File: src/rtl/extend_unit_pipe.sv
// Registered sign/zero/upper field extension with a DEPTH-entry output FIFO.
// Optional hit counter for negative sign-mode pushes when EXTEND_STATS_EN is defined.
module extend_unit_pipe #(
   parameter int unsigned IN_W  = 5,
   parameter int unsigned OUT_W = 32,
   parameter int unsigned DEPTH = 2
) (
   input  logic             clock,
   input  logic             reset_n,
   input  logic             in_valid,
   output logic             in_ready,
   input  logic [IN_W-1:0]  in_data,
   input  logic [1:0]       in_mode,
   output logic             out_valid,
   input  logic             out_ready,
   output logic [OUT_W-1:0] out_data,
   output logic             out_err,
`ifdef EXTEND_STATS_EN
   input  logic             stats_clr,
   output logic [15:0]      neg_count,
`endif
   output logic [1:0]       occupancy
);

   localparam int unsigned PW = (DEPTH > 1) ? $clog2(DEPTH) : 1;

   typedef enum logic [1:0] {
      MODE_SIGN  = 2'b00,
      MODE_ZERO  = 2'b01,
      MODE_UPPER = 2'b10,
      MODE_RSVD  = 2'b11
   } mode_t;

   function automatic logic [OUT_W-1:0] extend(input logic [IN_W-1:0] d, input mode_t m);
      case (m)
         MODE_ZERO:  return {{(OUT_W-IN_W){1'b0}}, d};
         MODE_UPPER: return {d, {(OUT_W-IN_W){1'b0}}};
         default:    return {{(OUT_W-IN_W){d[IN_W-1]}}, d};
      endcase
   endfunction

   function automatic logic [PW-1:0] inc_ptr(input logic [PW-1:0] p);
      if (p == PW'(DEPTH-1)) return '0;
      return p + 1'b1;
   endfunction

   // Each entry carries the reserved-mode error flag above the data bits.
   logic [OUT_W:0]  mem [DEPTH];
   logic [PW-1:0]   head;
   logic [PW-1:0]   tail;
   logic [1:0]      count;

   mode_t           mode;
   logic            push;
   logic            pop;
   logic [OUT_W:0]  new_entry;
   logic [PW-1:0]   head_nxt;
   logic [1:0]      count_nxt;
   logic [OUT_W:0]  head_entry_nxt;

   assign mode      = mode_t'(in_mode);
   assign push      = in_valid & in_ready;
   assign pop       = out_valid & out_ready;
   assign new_entry = {mode == MODE_RSVD, extend(in_data, mode)};
   assign occupancy = count;

   always_comb begin
      head_nxt  = pop ? inc_ptr(head) : head;
      count_nxt = count;
      case ({push, pop})
         2'b10:   count_nxt = count + 2'd1;
         2'b01:   count_nxt = count - 2'd1;
         default: count_nxt = count;
      endcase
      // The entry being written this edge is not yet in mem; forward it when it becomes head.
      if (push && (head_nxt == tail)) head_entry_nxt = new_entry;
      else                            head_entry_nxt = mem[head_nxt];
   end

   always_ff @(posedge clock) begin
      if (!reset_n) begin
         for (int unsigned i = 0; i < DEPTH; i++) mem[i] <= '0;
         head      <= '0;
         tail      <= '0;
         count     <= '0;
         in_ready  <= 1'b0;
         out_valid <= 1'b0;
         out_data  <= '0;
         out_err   <= 1'b0;
      end else begin
         if (push) begin
            mem[tail] <= new_entry;
            tail      <= inc_ptr(tail);
         end
         head      <= head_nxt;
         count     <= count_nxt;
         in_ready  <= (count_nxt < 2'(DEPTH));
         out_valid <= (count_nxt != 2'd0);
         // When the buffer drains, out_data keeps the last popped value.
         if (count_nxt != 2'd0) begin
            out_data <= head_entry_nxt[OUT_W-1:0];
            out_err  <= head_entry_nxt[OUT_W];
         end
      end
   end

`ifdef EXTEND_STATS_EN
   always_ff @(posedge clock) begin
      if (!reset_n || stats_clr)
         neg_count <= '0;
      else if (push && (mode == MODE_SIGN) && in_data[IN_W-1] && (neg_count != 16'hFFFF))
         neg_count <= neg_count + 16'd1;
   end
`endif

endmodule

File: config.mk
export PLATFORM = sky130hd
export DESIGN_NAME = extend_unit_pipe
export DESIGN_NICKNAME = d
export VERILOG_FILES = /design/src/rtl/extend_unit_pipe.sv
export SDC_FILE = /design/constraint.sdc
export NUM_CORES = 1
export LEC_CHECK = 0
export ABC_AREA = 1
export CORE_UTILIZATION = 46
export CTS_CLUSTER_DIAMETER = 60
export DETAILED_ROUTE_END_ITERATION = 8
export PLACE_DENSITY_LB_ADDON = 0.08
export SLEW_MARGIN = 20
export SYNTH_ARGS = -nofsm -noshare
export SYNTH_HDL_FRONTEND = slang
export SYNTH_SLANG_ARGS = --single-unit
File: constraint.sdc
create_clock -name clock -period 1.7 [get_ports clock]
set_input_delay 0.34 -clock clock [delete_from_list [all_inputs] [get_ports clock]]
set_output_delay 0.34 -clock clock [all_outputs]
set_load 0.1 [all_outputs]
==> metrics.txt, run 1 <==
HPWL after DPL=3669 um; initial antenna violation count=0; DR pass1 iterations=4; Initial Util=47.76%; net count after synthesis=289; Synth cell types=24; CP peak stage delay=0.39 ns; Worst-Margin Slew=0.3760 ns; Crit path max-delay family=simple AND/OR/NAND/NOR gates; worst reg2reg path depth=10; hold depth=2; Max stage delay cell, worst path=dfxtp_4; critical-path cell list=nand2_4 -> inv_1 -> ha_4 -> inv_1 -> nand4_1 -> nand2_4 -> nand2_4 -> nand2_4 -> nand3_1 -> nand2_1; Ant. Diodes=0; Max Slew Vio Count=0; FILL cells=371; WP data arrival=1.86 ns; hold_sp=out_data[2]; fmax=0.6176 GHz; Synth Cell Area=2241 um^2; crit end category=register; Yosys top cell area share=32.16%; register area share after synthesis=48.24%; clk_lat worst skew=0.29 ns; largest net degree at the start of global routing=18; register-to-register setup slack=0.08 ns; Via density=4.971; Synth Flop Type=edfxtp_1; routability cong.=0.8313; Post-synth top cells=77 x nand2_1, 39 x nand3_1, 28 x inv_1; Min-Delay Endpoint=out_data[2]; CTS H-tree lvls=2; most frequent cell after synthesis=nand2_1; synth warn=0; Clock transition at path regs=0.07 ns; Final min period=1.619 ns; All-Layer GR Usage=21.91%; Critical Path RT=1.94 ns; hold_ws=0.5050 ns; share of cells above drive strength 1=31.48%; floorplan core area=4692 um^2; Hold Path Class=reg -> reg; first-pass GRT wire length=8487 um; FF+latch count, synth=42; Final Cycle Share=95.24%; port buffer count=47; placed cells=367; DRC viols=0; status=finished, final reports clean; Num CTS Buffers=5; Die Y=71.80 um; cell taking the most area after synthesis=edfxtp_1; fin cells=378; die width=71.80 um; Max-Slew Margin vs Limit=75.14%; IO Pins=48; vias=1879; GRT overflow=0; top post-synthesis cells by area=edfxtp_1 32%, dfxtp_1 16%, nand2_1 13%; CTS tree=done; crit path launch type=register; CP bufs+invs=2; number of global-route vias before repair=1738; Max-Cap Viols=0; Mapped Cells=274; setup TNS=0 ns; clk sinks=42; Fin. Hold Viols=0; FFs w/ async S/R, synth=0%; r2r startpoint=out_valid; RR Endpoint=out_err; Crit Path Category=reg -> reg; Synth Area per Inst=8.178 um^2; WL per Instance=13.83 um; CTS Buffer Depth=2; EDFF count, synth=24; die area=5155 um^2; number of DRC markers in iteration 0=99; CP max FO=6; count of final setup violators=0; RSZ-0062 raised after global routing=no; CTS Hold Bufs=0; Post-DRT Antenna Nets=0; final wirelength=5227 um; Final nets=338; most used cell, CP=nand2_4; Placement Rows=25; clk_skew=0.005623 ns; Root Buffer Master=clkbuf_8; Layout area overhead=49.86%
-- logic make-up after synthesis --
family	share of synthesized area, %
xor gates and xnor gates	0.3909
DFF	48.24
adders and majority gates	2.233
and+or+nand+nor	31.71
buffers and inverters	15.24
AOI/OAI and AO/OA	2.177
-- layer usage --
metal / up-vias / wire (um) / track usage, %
met5: - / 0 / 0
li1: 948 / - / -
met3: 8 / 269 / 4.360
met1: 866 / 2249 / 28.17
met2: 57 / 2641 / 37.32
met4: 0 / 67 / 6.754
-- flip-flops by register name, indices dropped and copies added (netlist names) --
signal / count
mem: 24
tail: 1
out_valid: 1
in_ready: 1
head: 1
out_err: 1
occupancy: 2
out_data: 11
-- worst reg2reg max path, cell delays in order (launching register included) --
cell and delay, ns:
dfxtp_4 0.39, nand2_4 0.06, inv_1 0.09, ha_4 0.21, inv_1 0.07, nand4_1 0.18
nand2_4 0.17, nand2_4 0.09, nand2_4 0.13, nand3_1 0.12, nand2_1 0.07
-- worst max-delay path by stage --
stage               start     endpoint  cells after the start
5_1_grt         out_valid      out_err                     10
3_5_place_dp    out_ready      out_err                      9
4_1_cts        in_mode[0]  out_data[2]                      8
2_1_floorplan    in_ready    mem[0][0]                      5
6_report        out_valid      out_err                     10
3_3_place_gp    out_ready      out_err                      9
-- layout by cell type (no fill, tap or decap), drive strengths merged --
cell type / count
dlygate4sd2: 1
nor2: 29
clkdlybuf4s50: 8
nand3: 41
dlymetal6s2s: 1
nand2: 86
o21ai: 6
buf: 62
clkinv: 2
or2: 1
a21oi: 3
ha: 4
xnor2: 1
edfxtp: 24
clkbuf: 6
inv: 29
dfxtp: 18
nand4: 2
-- timing repair --
item	in CTS	in global routing
setup endpoints to repair	13	24
pin swaps	2	3
gates resized for setup	7	13
buffers inserted	0	2
gates cloned	1	0
-- stage by stage --
stage                     setup slack, ns  utilization, %  instance area (um^2)
after floorplan                  0.003674               -                  2282
after global placement            -0.4358           67.52                  3168
after detailed placement          -0.4598           67.52                  3168
after CTS                       -0.004253           70.03                  3286
after global routing              0.01082           71.57                  3358
final                             0.08085           71.57                  3358
-- layout make-up --
type	instances	area (um^2)	share of cell area, %
multi-input cells	173	937.1	27.91
flip-flops and latches	42	1092	32.53
repair buffers	72	1071	31.89
inverters	29	108.9	3.241
well taps	54	67.56	2.012
clock buffers	6	72.57	2.161
clock inverters	2	8.758	0.2608
Power of run 1 is not shown: default switching activity piles up to over one toggle a cycle in this logic, so the estimate is an artifact.
==> inputs of run 2 (changes only) <==
--- a/config.mk
+++ b/config.mk
@@ -6,10 +6,13 @@
 export NUM_CORES = 1
 export LEC_CHECK = 0
 export ABC_AREA = 1
+export CORE_ASPECT_RATIO = 1.1
+export CORE_MARGIN = 3
 export CORE_UTILIZATION = 46
 export CTS_CLUSTER_DIAMETER = 60
 export DETAILED_ROUTE_END_ITERATION = 8
 export PLACE_DENSITY_LB_ADDON = 0.08
+export SETUP_SLACK_MARGIN = 0.1
 export SLEW_MARGIN = 20
 export SYNTH_ARGS = -nofsm -noshare
 export SYNTH_HDL_FRONTEND = slang
==> run 2 against run 1 <==
Net effect: sequential cell count unchanged; first-iteration DRC count down 25%; fmax up 2.4%; final cell count up 1.6%; core utilization up 5.1 points; setup slack better by 0.037 ns.
==> metrics.txt, run 2 (synthesized netlist as in run 1, its figures left out) <==
status=finished, final reports clean; Max Slew Vio Count=0 (unchanged); Root Buffer Master=clkbuf_8; first-pass GRT wire length=8411 um (-0.90%); count of final setup violators=0 (unchanged); number of global-route vias before repair=1750 (+0.69%); most frequent cells in the layout=59 x nand2_1, 42 x buf_12, 26 x nor2_1; routability cong.=0.8311 (about the same); clk_lat worst skew=0.30 ns (about the same); Hold Path Class=reg -> reg; All-Layer GR Usage=18.85% (-3.1 points); crit path launch type=register; Layout area overhead=60.19%; CTS tree=done; clk_skew=0.004877 ns (-0.0007461 ns); commonest non-fill, non-tap cell in the layout=nand2_1; WP data arrival=1.78 ns (-0.08 ns); area of the multi-input gates=1079 um^2 (+15%); port buffer count=47 (unchanged); largest net degree at the start of global routing=23 (+5); number of DRC markers in iteration 0=74 (-25%); RSZ-0062 raised after global routing=yes; Reg with most FFs=mem; Placement Rows=26 (+4.0%); Final nets=342 (+1.2%); DR pass1 iterations=4 (unchanged); Reg area=1092 um^2 (unchanged); register-to-register setup slack=0.12 ns (+0.04 ns); CTS Buffer Depth=2 (unchanged); IO Pins=48 (unchanged); FILL cells=331 (-11%); max reg flops=24 (unchanged); Fin. Hold Viols=0 (unchanged); share of cells above drive strength 1=41.46% (+10 points); fmax=0.6322 GHz (+2.4%); Final Cycle Share=93.04% (-2.2 points); CP peak stage delay=0.36 ns (-0.03 ns); WL per Instance=13.33 um (-3.6%); Max stage delay cell, worst path=dfxtp_4; floorplan core area=4684 um^2 (-0.16%); CTS H-tree lvls=2 (unchanged); Initial Util=47.84% (+0.077 points); Worst-Margin Slew=0.2821 ns (-0.09388 ns); Num CTS Buffers=5 (unchanged); placed inst area=3231 um^2 (+2.0%); critical-path cell list=nand2_4 -> inv_2 -> ha_4 -> inv_4 -> nand4_1 -> nand2_2 -> nor2_4 -> buf_6 -> buf_12 -> nand3_1 -> nand2_1; CP max FO=6 (unchanged); Ant. Diodes=0 (unchanged); Die Y=79.21 um (+10%); CP bufs+invs=4 (+2); crit end category=register; initial antenna violation count=0 (unchanged); Post-DRT Antenna Nets=0 (unchanged); Via density=4.893 (-1.6%); GRT overflow=0 (unchanged); CTS Hold Bufs=0 (unchanged); Final Cell Area=3590 um^2 (+6.9%); Crit path max-delay family=simple AND/OR/NAND/NOR gates; DRC viols=0 (unchanged); die area=5746 um^2 (+11%); HPWL after DPL=3651 um (-0.51%); final wirelength=5120 um (-2.0%); Max-Cap Viols=0 (unchanged); die width=72.55 um (+1.1%); Final min period=1.582 ns (-0.03746 ns); clk sinks=42 (unchanged); Crit Path Category=reg -> reg; Max-Slew Margin vs Limit=81.19% (+6.1 points); Clock transition at path regs=0.08 ns (about the same); vias=1879 (unchanged); Critical Path RT=1.90 ns (-0.04 ns)
run 2: through the flow:
stage | setup WS [ns] | TNS [ns] | std cells | utilization, % | hold WS, ns
finish | 0.1183 | 0 | 384 | 76.63 | 0.4908
CTS | 0.1034 | 0 | 381 | 73.26 | 0.5019
floorplan | 0.02586 | 0 | 274 | - | 0.4964
global route | 0.05701 | 0 | 384 | 76.63 | 0.5226
detailed placement | -0.4138 | -12.00 | 366 | 68.96 | 0.4886
global placement | -0.3315 | -10.10 | 366 | 68.96 | 0.4799
run 2: cell type report:
cell class	count	area share, %
Clock inverter	3	0.4531
Timing Repair Buffer	76	32.10
Inverter	29	3.102
Sequential cell	42	30.43
Tap cell	56	1.952
Multi-Input combinational cell	173	30.05
Clock buffer	5	1.917
run 2: worst reg2reg max path: cells and delay by family, from the launching register on:
family                   cells  cell delay (ns)
adder cells (fa/ha/maj)      1             0.25
buffers and inverters        4             0.35
flip-flops                   1             0.36
AND/OR/NAND/NOR              6             0.53
run 2: final timing paths:
kind                start            to  depth (start not counted)
min          out_data[19]  out_data[19]                          2
min reg2reg  out_data[19]  out_data[19]                          2
max reg2reg     out_valid   out_data[0]                         11
max             out_valid   out_data[0]                         11
run 2: repair_timing:
item / CTS / global route
gates resized for setup: 11 / 33
pin swaps: 5 / 15
endpoints found under the setup margin: 30 / 19
cloned: 2 / 0
setup buffers: 5 / 3
run 2: routing by layer:
layer  up-vias  part of all wire (%)  global-route usage, %
met5         -                     0                      0
met4         0                   1.4                  6.642
met3         7                   6.7                  5.316
met2        66                    51                  31.14
met1       849                    41                  23.33
li1        957                     -                      -
Power of run 2 is left out for the same reason.
